==> src/rtl/cordic_result_fifo_if.sv <==
// Handshake bundle between the CORDIC result FIFO and its producer/consumer.
// master drives push/pop/clear requests; slave is the FIFO itself.
interface cordic_result_fifo_if #(
   parameter int DATA_W     = 32,
   parameter int DEPTH_LOG2 = 4
);
   logic                  wr_en;
   logic [DATA_W-1:0]     wr_data;
   logic                  rd_en;
   logic [DATA_W-1:0]     rd_data;
   logic                  empty;
   logic                  full;
   logic [DEPTH_LOG2:0]   count;
   logic                  overflow;
   logic                  underflow;
   logic                  err_clr;

   modport master (
      output wr_en, wr_data, rd_en, err_clr,
      input  rd_data, empty, full, count, overflow, underflow
   );

   modport slave (
      input  wr_en, wr_data, rd_en, err_clr,
      output rd_data, empty, full, count, overflow, underflow
   );
endinterface

==> src/rtl/cordic_result_fifo.sv <==
// Result buffer between CORDIC core output and the AHB-Lite slave read path.
// Define CORDIC_FIFO_FWFT_EN for first-word-fall-through; default is registered read.
module cordic_result_fifo #(
   parameter int DATA_W     = 32,
   parameter int DEPTH_LOG2 = 4
) (
   input  logic                HCLK,
   input  logic                HRESETn,
   cordic_result_fifo_if.slave bus
);
   localparam int DEPTH = 2 ** DEPTH_LOG2;

   logic [DEPTH_LOG2:0] wr_ptr;
   logic [DEPTH_LOG2:0] rd_ptr;
   logic [DATA_W-1:0]   mem [DEPTH];
   logic                ovf_q;
   logic                udf_q;

   logic                empty_now;
   logic                full_now;
   logic                do_wr;
   logic                do_rd;
   logic                ovf_set;
   logic                udf_set;

   // A write into a full FIFO is allowed when a pop frees the head slot in the same cycle.
   always_comb begin
      empty_now = (wr_ptr == rd_ptr);
      full_now  = (wr_ptr[DEPTH_LOG2-1:0] == rd_ptr[DEPTH_LOG2-1:0]) &&
                  (wr_ptr[DEPTH_LOG2] != rd_ptr[DEPTH_LOG2]);
      do_rd     = bus.rd_en && !empty_now;
      do_wr     = bus.wr_en && (!full_now || bus.rd_en);
      ovf_set   = bus.wr_en && full_now && !bus.rd_en;
      udf_set   = bus.rd_en && empty_now;
   end

   always_ff @(posedge HCLK) begin
      if (!HRESETn) begin
         wr_ptr <= '0;
         rd_ptr <= '0;
         ovf_q  <= 1'b0;
         udf_q  <= 1'b0;
      end else begin
         if (do_wr) wr_ptr <= wr_ptr + 1'b1;
         if (do_rd) rd_ptr <= rd_ptr + 1'b1;
         ovf_q <= (ovf_q && !bus.err_clr) || ovf_set;
         udf_q <= (udf_q && !bus.err_clr) || udf_set;
      end
   end

   always_ff @(posedge HCLK) begin
      if (do_wr) mem[wr_ptr[DEPTH_LOG2-1:0]] <= bus.wr_data;
   end

`ifdef CORDIC_FIFO_FWFT_EN
   assign bus.rd_data = empty_now ? '0 : mem[rd_ptr[DEPTH_LOG2-1:0]];
`else
   logic [DATA_W-1:0] rd_q;

   always_ff @(posedge HCLK) begin
      if (!HRESETn)   rd_q <= '0;
      else if (do_rd) rd_q <= mem[rd_ptr[DEPTH_LOG2-1:0]];
   end

   assign bus.rd_data = rd_q;
`endif

   assign bus.empty     = empty_now;
   assign bus.full      = full_now;
   assign bus.count     = wr_ptr - rd_ptr;
   assign bus.overflow  = ovf_q;
   assign bus.underflow = udf_q;
endmodule

==> src/flat_wrapper.sv <==
// flat-port wrapper written by rule: the top's interface ports become plain ports
module cordic_result_fifo_flat 
#(
   parameter int DATA_W     = 32,
   parameter int DEPTH_LOG2 = 4
)
  (HCLK, HRESETn, bus_wr_en, bus_wr_data, bus_rd_en, bus_err_clr, bus_rd_data, bus_empty, bus_full, bus_count, bus_overflow, bus_underflow);
  cordic_result_fifo_if #(.DATA_W(DATA_W), .DEPTH_LOG2(DEPTH_LOG2)) bus_i ();
  input  logic HCLK;
  input  logic HRESETn;
  input wire logic [$bits(bus_i.wr_en)-1:0] bus_wr_en;
  input wire logic [$bits(bus_i.wr_data)-1:0] bus_wr_data;
  input wire logic [$bits(bus_i.rd_en)-1:0] bus_rd_en;
  input wire logic [$bits(bus_i.err_clr)-1:0] bus_err_clr;
  output wire logic [$bits(bus_i.rd_data)-1:0] bus_rd_data;
  output wire logic [$bits(bus_i.empty)-1:0] bus_empty;
  output wire logic [$bits(bus_i.full)-1:0] bus_full;
  output wire logic [$bits(bus_i.count)-1:0] bus_count;
  output wire logic [$bits(bus_i.overflow)-1:0] bus_overflow;
  output wire logic [$bits(bus_i.underflow)-1:0] bus_underflow;
  assign bus_i.wr_en = bus_wr_en;
  assign bus_i.wr_data = bus_wr_data;
  assign bus_i.rd_en = bus_rd_en;
  assign bus_i.err_clr = bus_err_clr;
  assign bus_rd_data = bus_i.rd_data;
  assign bus_empty = bus_i.empty;
  assign bus_full = bus_i.full;
  assign bus_count = bus_i.count;
  assign bus_overflow = bus_i.overflow;
  assign bus_underflow = bus_i.underflow;
  cordic_result_fifo #(.DATA_W(DATA_W), .DEPTH_LOG2(DEPTH_LOG2)) u_core (.HCLK(HCLK), .HRESETn(HRESETn), .bus(bus_i));
endmodule
==> config.mk <==
export PLATFORM = sky130hd
export DESIGN_NAME = cordic_result_fifo_flat
export DESIGN_NICKNAME = d
export VERILOG_FILES = /design/src/rtl/cordic_result_fifo_if.sv /design/src/rtl/cordic_result_fifo.sv /design/src/flat_wrapper.sv
export SDC_FILE = /design/constraint.sdc
export NUM_CORES = 1
export LEC_CHECK = 0
export CORE_AREA = 4 4 145 286
export DETAILED_ROUTE_END_ITERATION = 12
export DIE_AREA = 0 0 149 290
export MAX_ROUTING_LAYER = met4
export PLACE_DENSITY = 0.82
export SYNTH_ARGS = -nofsm -noshare
export SYNTH_HDL_FRONTEND = slang
export SYNTH_SLANG_ARGS = --single-unit
==> constraint.sdc <==
create_clock -name HCLK -period 6.44 [get_ports HCLK]
set_input_delay 1.288 -clock HCLK [delete_from_list [all_inputs] [get_ports HCLK]]
set_output_delay 1.288 -clock HCLK [all_outputs]
set_load 0.01 [all_outputs]
* After elaboration in Yosys (flattened, before gate mapping)
Memories as Yosys holds them, arrays and structs flattened. A register that Yosys moved wholly into a read port is not among the register bits.
Index checks and enable logic that the tools add are counted.
** Storage, ports and cells
- Flip-flop bits (word level) :: 12
- RAM bits :: 512
- Bits of input ports :: 37
- Output and inout port bits :: 41
- Word-level logic and storage cells :: 29
- Memories :: 1
** Memories
- u_core.mem :: words 16, bits a word 32, rd ports 1, clocked after Yosys merged registers in 1, wr ports 1, RTL line cordic_result_fifo.sv:15 : logic [DATA_W-1:0] mem [DEPTH];
** Operators by class
- $add $sub $neg :: 3
- Equal/unequal tests :: 3
- Mux-type cells :: 2
- Reductions and logical operators :: 16
** Operators with widths (number)
- 5-bit by 1-bit adder with 5-bit output (second input constant) :: 2
- 1-bit logical AND :: 8
- 5-bit == test :: 1
- 1-bit logical NOT :: 5
- 5-bit subtractor :: 1
- 4-bit == test :: 1
- 1-bit logical OR :: 3
- 1-bit two-way mux :: 2
- 1-bit inequality test :: 1

* Longest topological paths before layout
Gate-level depths: netlist (run 1).
- Word-level depth :: 7
- Depth in mapped cells :: 11

* Worst setup path after synthesis (run 1)
OpenSTA, ideal clock, no wires.
- Path kind :: input to register
- Start :: in bus_rd_en
- End :: mem u_core.mem[0][0], enable pin
- Setup time :: 0.461 ns
- Arrival :: 4.218 ns
- Required time :: 5.979 ns
- Slack :: 1.761 ns
- Stages :: 5
- Path buffers :: 2
- Path through :: clkbuf_1 o31a_1 buf_2 nand2_1 nor3_1
** On the way
- Cells in the longest elaborated chain, start to end :: 4
** Ends and longest elaborated chain
- from (decl) :: RTL line flat_wrapper.sv:13 : input wire logic [$bits(bus_i.rd_en)-1:0] bus_rd_en;
- 1-bit logical OR :: RTL line cordic_result_fifo.sv:32 : do_wr = bus.wr_en && (!full_now || bus.rd_en);
- 1-bit logical AND :: RTL line cordic_result_fifo.sv:32
- 1-bit two-way mux :: RTL line cordic_result_fifo.sv:52 : if (do_wr) mem[wr_ptr[DEPTH_LOG2-1:0]] <= bus.wr_data;
- 1-bit two-way mux (implied by the code) :: RTL line cordic_result_fifo.sv:52
- to (decl) :: RTL line cordic_result_fifo.sv:15
Every way passes these cells.

* Worst setup path in the final report (run 1)
- Start :: reg u_core.rd_ptr[0]
- End :: out bus_count[4]
** On the way
- Cells in the longest elaborated chain, start to end :: 1
** Ends and longest elaborated chain
- from (decl) :: RTL line cordic_result_fifo.sv:14 : logic [DEPTH_LOG2:0] rd_ptr;
- from (signal assigned) :: RTL line cordic_result_fifo.sv:45 : if (do_rd) rd_ptr <= rd_ptr + 1'b1;
- 5-bit subtractor :: RTL line cordic_result_fifo.sv:70 : assign bus.count = wr_ptr - rd_ptr;
- to (decl) :: RTL line flat_wrapper.sv:18 : output wire logic [$bits(bus_i.count)-1:0] bus_count;
Every way passes these cells.

==> results of run 1 <==
==> per-stage QoR <==
stage                     power (mW)  utilization  worst slack [ns]  hold WS (ns)  cells
after floorplan                 4.68            -              1.76         0.520   1176
after global placement          5.05        0.574              2.36         0.497   1730
after detailed placement        5.08        0.574              2.26         0.506   1730
after CTS                       7.70        0.610              2.15         0.517   1808
after global routing            7.92        0.610              2.03         0.541   1809
final                           7.67        0.610              2.19         0.516   1809
==> cell type report <==
cell class | instances | area share
flip-flops and latches | 556 | 0.677
multi-input cells | 540 | 0.196
clock buffers | 55 | 0.0492
repair buffers | 100 | 0.0392
well taps | 525 | 0.0273
clock inverters | 23 | 0.00973
inverters | 9 | 0.00141
diodes | 1 | 0.000104
==> layer usage <==
metal / routed length [µm] / up-vias / global-route usage
met5: 0 / - / -
met4: 1730 / 0 / 0.0887
met3: 2880 / 97 / 0.0239
met2: 27600 / 487 / 0.426
met1: 16600 / 5759 / 0.251
li1: - / 4868 / -
==> state kept, by name, summed over array words and instances (netlist names) <==
register and flops:
u_core.mem 512, u_core.rd_ptr 5, u_core.bus.underflow 1, u_core.bus.overflow 1, u_core.bus.rd_data 32, u_core.wr_ptr 5
==> power by group <==
part	switching, mW	internal [mW]	total [mW]
clock	1.20	1.47	2.67
combinational	0.531	0.373	0.904
sequential	0.0670	4.03	4.10
total	1.79	5.88	7.67
==> final timing paths <==
kind                                        from  slack [ns]                 end
worst max-delay path            u_core.rd_ptr[0]        2.19        bus_count[4]
worst min register to register  u_core.rd_ptr[1]        0.52    u_core.rd_ptr[1]
worst min-delay path            u_core.rd_ptr[1]        0.52    u_core.rd_ptr[1]
worst max register to register  u_core.rd_ptr[2]        2.72  u_core.mem[10][16]
==> tightest hold or removal path, stage by stage, from the launching register on <==
cell and delay, ns:
sky130_fd_sc_hd__dfxtp_4 0.37, sky130_fd_sc_hd__nand2_1 0.06, sky130_fd_sc_hd__a21oi_1 0.05
==> cells in the final DEF, fill, tap and decap left out, types with 4 or more instances in the layout <==
cell and count:
sky130_fd_sc_hd__mux2i_1 193, sky130_fd_sc_hd__xnor2_1 5, sky130_fd_sc_hd__buf_4 23, sky130_fd_sc_hd__clkdlybuf4s50_1 77
sky130_fd_sc_hd__dfxtp_1 41, sky130_fd_sc_hd__edfxtp_1 512, sky130_fd_sc_hd__o22ai_1 64, sky130_fd_sc_hd__ha_1 9
sky130_fd_sc_hd__nor2_4 12, sky130_fd_sc_hd__o21ai_0 63, sky130_fd_sc_hd__a221oi_1 32, sky130_fd_sc_hd__nor3_2 4
sky130_fd_sc_hd__nand2_1 9, sky130_fd_sc_hd__clkinv_2 11, sky130_fd_sc_hd__clkbuf_16 45, sky130_fd_sc_hd__a21oi_1 40
sky130_fd_sc_hd__bufinv_16 4, sky130_fd_sc_hd__inv_1 9, sky130_fd_sc_hd__clkbuf_1 8, sky130_fd_sc_hd__nor2_1 11
sky130_fd_sc_hd__mux4_2 32, sky130_fd_sc_hd__nor3_1 33
==> synth_stat cells (all sizes together) (2+ instances only) <==
cell      n  share of area
a21o      2        0.00071
a21oi    40         0.0094
a221oi   32          0.013
buf      43          0.013
clkbuf   28         0.0050
dfxtp    44          0.041
edfxtp  512           0.72
ha        9         0.0053
inv       9         0.0016
mux2i   193          0.091
mux4     32          0.034
nand2     9         0.0016
nand2b    2        0.00059
nand3     2        0.00047
nand3b    2        0.00071
nor2     24         0.0042
nor2b     3        0.00088
nor3     37         0.0087
o21ai    67          0.016
o22ai    64          0.019
or3       2        0.00059
xnor2     6         0.0028
xor2      3         0.0016
==> logic make-up after synthesis <==
logic type               Yosys count
flip-flops                       556
XOR/XNOR                           9
AO/OA/AOI/OAI                    211
AND/OR/NAND/NOR                   85
multiplexers                     225
adder cells (fa/ha/maj)           10
buffers and inverters             80
==> flow_summary.yaml, run 1 <==
logic_synthesis:
  synth-async-reset-ratio: 0
  ys_dominant_reg_cell: "sky130_fd_sc_hd__edfxtp_1"
  syn_area_um2: 21300
  synth-edff-count: 512
  synth.area.mux_share: 0.125
  synth-warning-count: 0
  mappedNetlistNets: 1223
  synth-compound-area-share: 0.0616
  ys_types: 42
  synth-adder-area-share: 0.00624
  syn_inst_count: 1176
  average_cell_area_after_synthesis_um2: 18.1
  number_of_storage_elements_in_the_synthesis_netlist: 556
  synth-simple-area-share: 0.0194
  largest_family_of_logic_cells_by_synthesized_area: "multiplexers"
  post_synth_xor_area_fraction: 0.00441
  synth.yosys.seq_area_share: 0.765
timing:
  finalCritPeriodShare: 0.660
  final-setup-viol-count: 0
  final_max_slew_viol_count: 0
  timing.final.hold_violations: 0
  clock_skew_ns: 0.0140
  worst_slew_pin_slew_ns: 1.28
  timing.slew.headroom: 0.147
  rsz0062_at_grt: "no"
  final_period_minus_worst_setup_slack_ns: 4.25
  fin_tns_setup_ns: 0
  timing.fmax_mhz: 235
cells_and_area:
  multi_input_area_um2: 4720
  number_of_nets_in_the_finished_design: 1297
  drive_gt1_frac: 0.118
  seq_area_um2: 16300
  nFillCells: 2729
  area_growth_pct: 13.1
  postLayoutCellArea_um2: 24000
clock_tree:
  cts_buffers: 43
  clockRootBuffer: "sky130_fd_sc_hd__clkbuf_16"
  post_cts_resized: 0
  clock_slew_at_reported_path_ffs_ns: 0.07
  worst_skew_pair.late_latency_ns: 0.55
  cts.path.max_buffers: 3
  clock_sink_total: 556
  post-cts-setup-buffer-count: 0
  h-tree-depth: 2
  cts_hold_buffers: 0
  cts_tree: "done"
critical_path:
  worstSetupPathType: "flop to output port"
  worst_setup_path_end_kind: "output port"
  critPathTopFamily: "flip-flops"
  crit_buf_inv: 2
  reg2regPathDepth: 6
  timing.critical_path.fanout_max: 27
  critPathMaxStageDelay_ns: 0.65
  worstSetupStartpointType: "flop"
  cp_slowest_cell: "sky130_fd_sc_hd__dfxtp_4"
  path_cells: "ha_1 -> inv_1 -> fa_1 -> a21o_1 -> a21oi_1 -> xnor2_1 -> clkdlybuf4s50_1"
  worst_ep_required_time_ns: 5.15
  arrival_ns: 2.96
  critical_path_depth: 7
place:
  post-dp-hpwl_um: 27400
  placed_area_um2: 22600
  gp_congestion: 0.838
  io_buffers: 77
routing:
  dr.pass1.iters: 5
  detail_routed_net_length_per_standard_cell_um: 27.0
  wirelength_um: 48800
  drtAntennaViolNets: 0
  vias_per_cell: 6.20
  routed_vias: 11200
  drcViolationCount: 0
  first_iter_violations: 1157
global_routing:
  grt.overflow.total: 0
  grt_pass1_wl_um: 72000
  grt_util_all_layers: 0.231
  vias_in_the_first_global_route: 11800
  pin_count_of_the_biggest_net_entering_global_routing: 66
  antenna_found_initial: 1
die:
  start_util: 0.539
  rows: 103
  ios: 78
  die-height_um: 290
  floorplan.die_area_um2: 43200
  core_region_area_um2: 39400
  die_w_um: 149
pwr:
  p_leak_nw: 7.25
  power_per_cell_area_nw_per_um2: 319
  max-vdd-ir-drop_mv: 0.182
hold_path:
  holdCritPathClass: "flop to flop"
  worstHoldPathCells: 2
flow_run:
  drv_cap: 0
outcome:
  outcome: "complete, no violations"
No activity file was read; power rests on OpenSTA's default activity.
==> run 2: changes to the inputs <==
--- a/config.mk
+++ b/config.mk
@@ -9,7 +9,7 @@
 export DETAILED_ROUTE_END_ITERATION = 12
 export DIE_AREA = 0 0 149 290
 export MAX_ROUTING_LAYER = met4
-export PLACE_DENSITY = 0.82
+export PLACE_DENSITY = 0.85
 export SYNTH_ARGS = -nofsm -noshare
 export SYNTH_HDL_FRONTEND = slang
 export SYNTH_SLANG_ARGS = --single-unit
==> constraint.sdc (replaced) <==
create_clock -name HCLK -period 3.77 [get_ports HCLK]
set_input_delay 0.754 -clock HCLK [delete_from_list [all_inputs] [get_ports HCLK]]
set_output_delay 0.754 -clock HCLK [all_outputs]
set_load 0.01 [all_outputs]
==> flow_summary.yaml, run 2 (same netlist as run 1, synthesis figures left out) <==
timing:
  finalCritPeriodShare: 0.931
  final_max_slew_viol_count: 0
  worst_slew_pin_slew_ns: 1.29
  clock_skew_ns: 0.0220
  final_period_minus_worst_setup_slack_ns: 3.51
  final-setup-viol-count: 0
  rsz0062_at_grt: "no"
  timing.slew.headroom: 0.138
  timing.fmax_mhz: 285
  fin_tns_setup_ns: 0
  timing.final.hold_violations: 0
critical_path:
  timing.critical_path.fanout_max: 10
  reg2reg_to: "u_core.mem[2][26]"
  worst_ep_required_time_ns: 3.02
  regToRegSetupSlack_ns: 0.59
  worstSetupPathType: "flop to output port"
  timing.rr.start: "u_core.wr_ptr[3]"
  worst_setup_path_end_kind: "output port"
  arrival_ns: 2.76
  reg2regPathDepth: 6
  worstSetupStartpointType: "flop"
cells_and_area:
  area_growth_pct: 14.3
  final_common_cell: "sky130_fd_sc_hd__edfxtp_1"
  drive_gt1_frac: 0.129
  multi_input_area_um2: 4750
  nFillCells: 2675
  layoutNonFillerInstCount: 1831
  seq_area_um2: 16300
  postLayoutCellArea_um2: 24300
  number_of_nets_in_the_finished_design: 1319
  most-common-layout-cells: "sky130_fd_sc_hd__edfxtp_1 (512), sky130_fd_sc_hd__mux2i_1 (193), sky130_fd_sc_hd__clkdlybuf4s50_1 (77)"
  layout.core_utilization: 0.616
  antenna_cells_inserted: 0
  largest_reg_flops: 512
clock_tree:
  h-tree-depth: 2
  cts_tree: "done"
  post_cts_resized: 0
  clock_slew_at_reported_path_ffs_ns: 0.07
  clockRootBuffer: "sky130_fd_sc_hd__clkbuf_16"
  post-cts-setup-buffer-count: 0
  clock_sink_total: 556
  worst_skew_pair.late_latency_ns: 0.57
  cts_buffers: 43
  cts_hold_buffers: 0
  cts.path.max_buffers: 3
die:
  rows: 103
  die_w_um: 149
  core_region_area_um2: 39400
  ios: 78
  floorplan.die_area_um2: 43200
  start_util: 0.539
  die-height_um: 290
pwr:
  intPower_mw: 9.97
  max-vdd-ir-drop_mv: 0.372
  clkPwrFrac: 0.342
  combPwrFrac: 0.122
  power.switching_fraction: 0.234
  fin_total_pwr_mw: 13.0
  power_per_cell_area_nw_per_um2: 536
  p_sw_mw: 3.05
  p_leak_nw: 7.35
  seq_power_share: 0.535
routing:
  drtAntennaViolNets: 0
  first_iter_violations: 1119
  routed_vias: 11600
  dr.pass1.iters: 6
  wirelength_um: 49400
  detail_routed_net_length_per_standard_cell_um: 27.0
  drcViolationCount: 0
  vias_per_cell: 6.33
global_routing:
  grt_pass1_wl_um: 72900
  grt_util_all_layers: 0.232
  vias_in_the_first_global_route: 12100
  pin_count_of_the_biggest_net_entering_global_routing: 103
  antenna_found_initial: 0
  grt.overflow.total: 0
place:
  gp_congestion: 0.830
  io_buffers: 77
  placed_area_um2: 22900
  post-dp-hpwl_um: 28600
  dp.cells: 1752
outcome:
  outcome: "complete, no violations"
hold_path:
  min_from: "u_core.bus.rd_data[15]"
  worstHoldPathCells: 2
  hold_path_end: "u_core.bus.rd_data[15]"
  holdCritPathClass: "flop to flop"
flow_run:
  drv_cap: 0
## run 2: worst max path at each step
stage                     startpoint                end  slack, ns  depth (start not counted)
floorplan           u_core.rd_ptr[1]  u_core.mem[12][0]       0.07                         11
global placement           bus_wr_en  u_core.mem[0][24]       0.64                          5
detailed placement         bus_wr_en  u_core.mem[2][25]       0.56                          5
CTS                 u_core.wr_ptr[3]          bus_empty       0.21                          4
global route        u_core.wr_ptr[3]          bus_empty       0.13                          4
finish              u_core.wr_ptr[3]          bus_empty       0.26                          4
## run 2: worst max-delay path: stages, from the launching register on
cell,delay [ns]
sky130_fd_sc_hd__dfxtp_1,0.72
sky130_fd_sc_hd__ha_1,0.29
sky130_fd_sc_hd__nand4_2,0.27
sky130_fd_sc_hd__nor2_1,0.32
sky130_fd_sc_hd__clkdlybuf4s50_1,0.60
## run 2: area by class of cell
type	count	area share
Tap cell	525	0.0270
Sequential cell	556	0.669
Inverter	9	0.00139
Clock buffer	51	0.0464
Timing Repair Buffer	122	0.0502
Multi-Input combinational cell	540	0.195
Clock inverter	28	0.0106
## run 2: stage by stage
step                      setup slack, ns  hold WS [ns]
after global routing                0.129         0.559
after floorplan                    0.0742         0.520
after detailed placement            0.564         0.528
after CTS                           0.215         0.547
final                               0.258         0.548
after global placement              0.642         0.525
## run 2: routing by layer
metal / vias to the layer above / GRT usage / part of all wire
li1: 4917 / - / -
met4: 0 / 0.126 / 0.056
met1: 5836 / 0.250 / 0.33
met5: - / - / 0
met3: 185 / 0.0303 / 0.063
met2: 648 / 0.408 / 0.55
## run 2: power by group through the flow
| stage | Combinational (mW) | Clock, mW | Sequential (mW) |
|---|---|---|---|
| after floorplan | 0.874 | 0 | 7.11 |
| after global placement | 1.52 | 0 | 7.10 |
| after detailed placement | 1.57 | 0 | 7.11 |
| after CTS | 1.60 | 4.50 | 6.97 |
| after global routing | 1.69 | 4.76 | 6.98 |
| final | 1.60 | 4.46 | 6.97 |
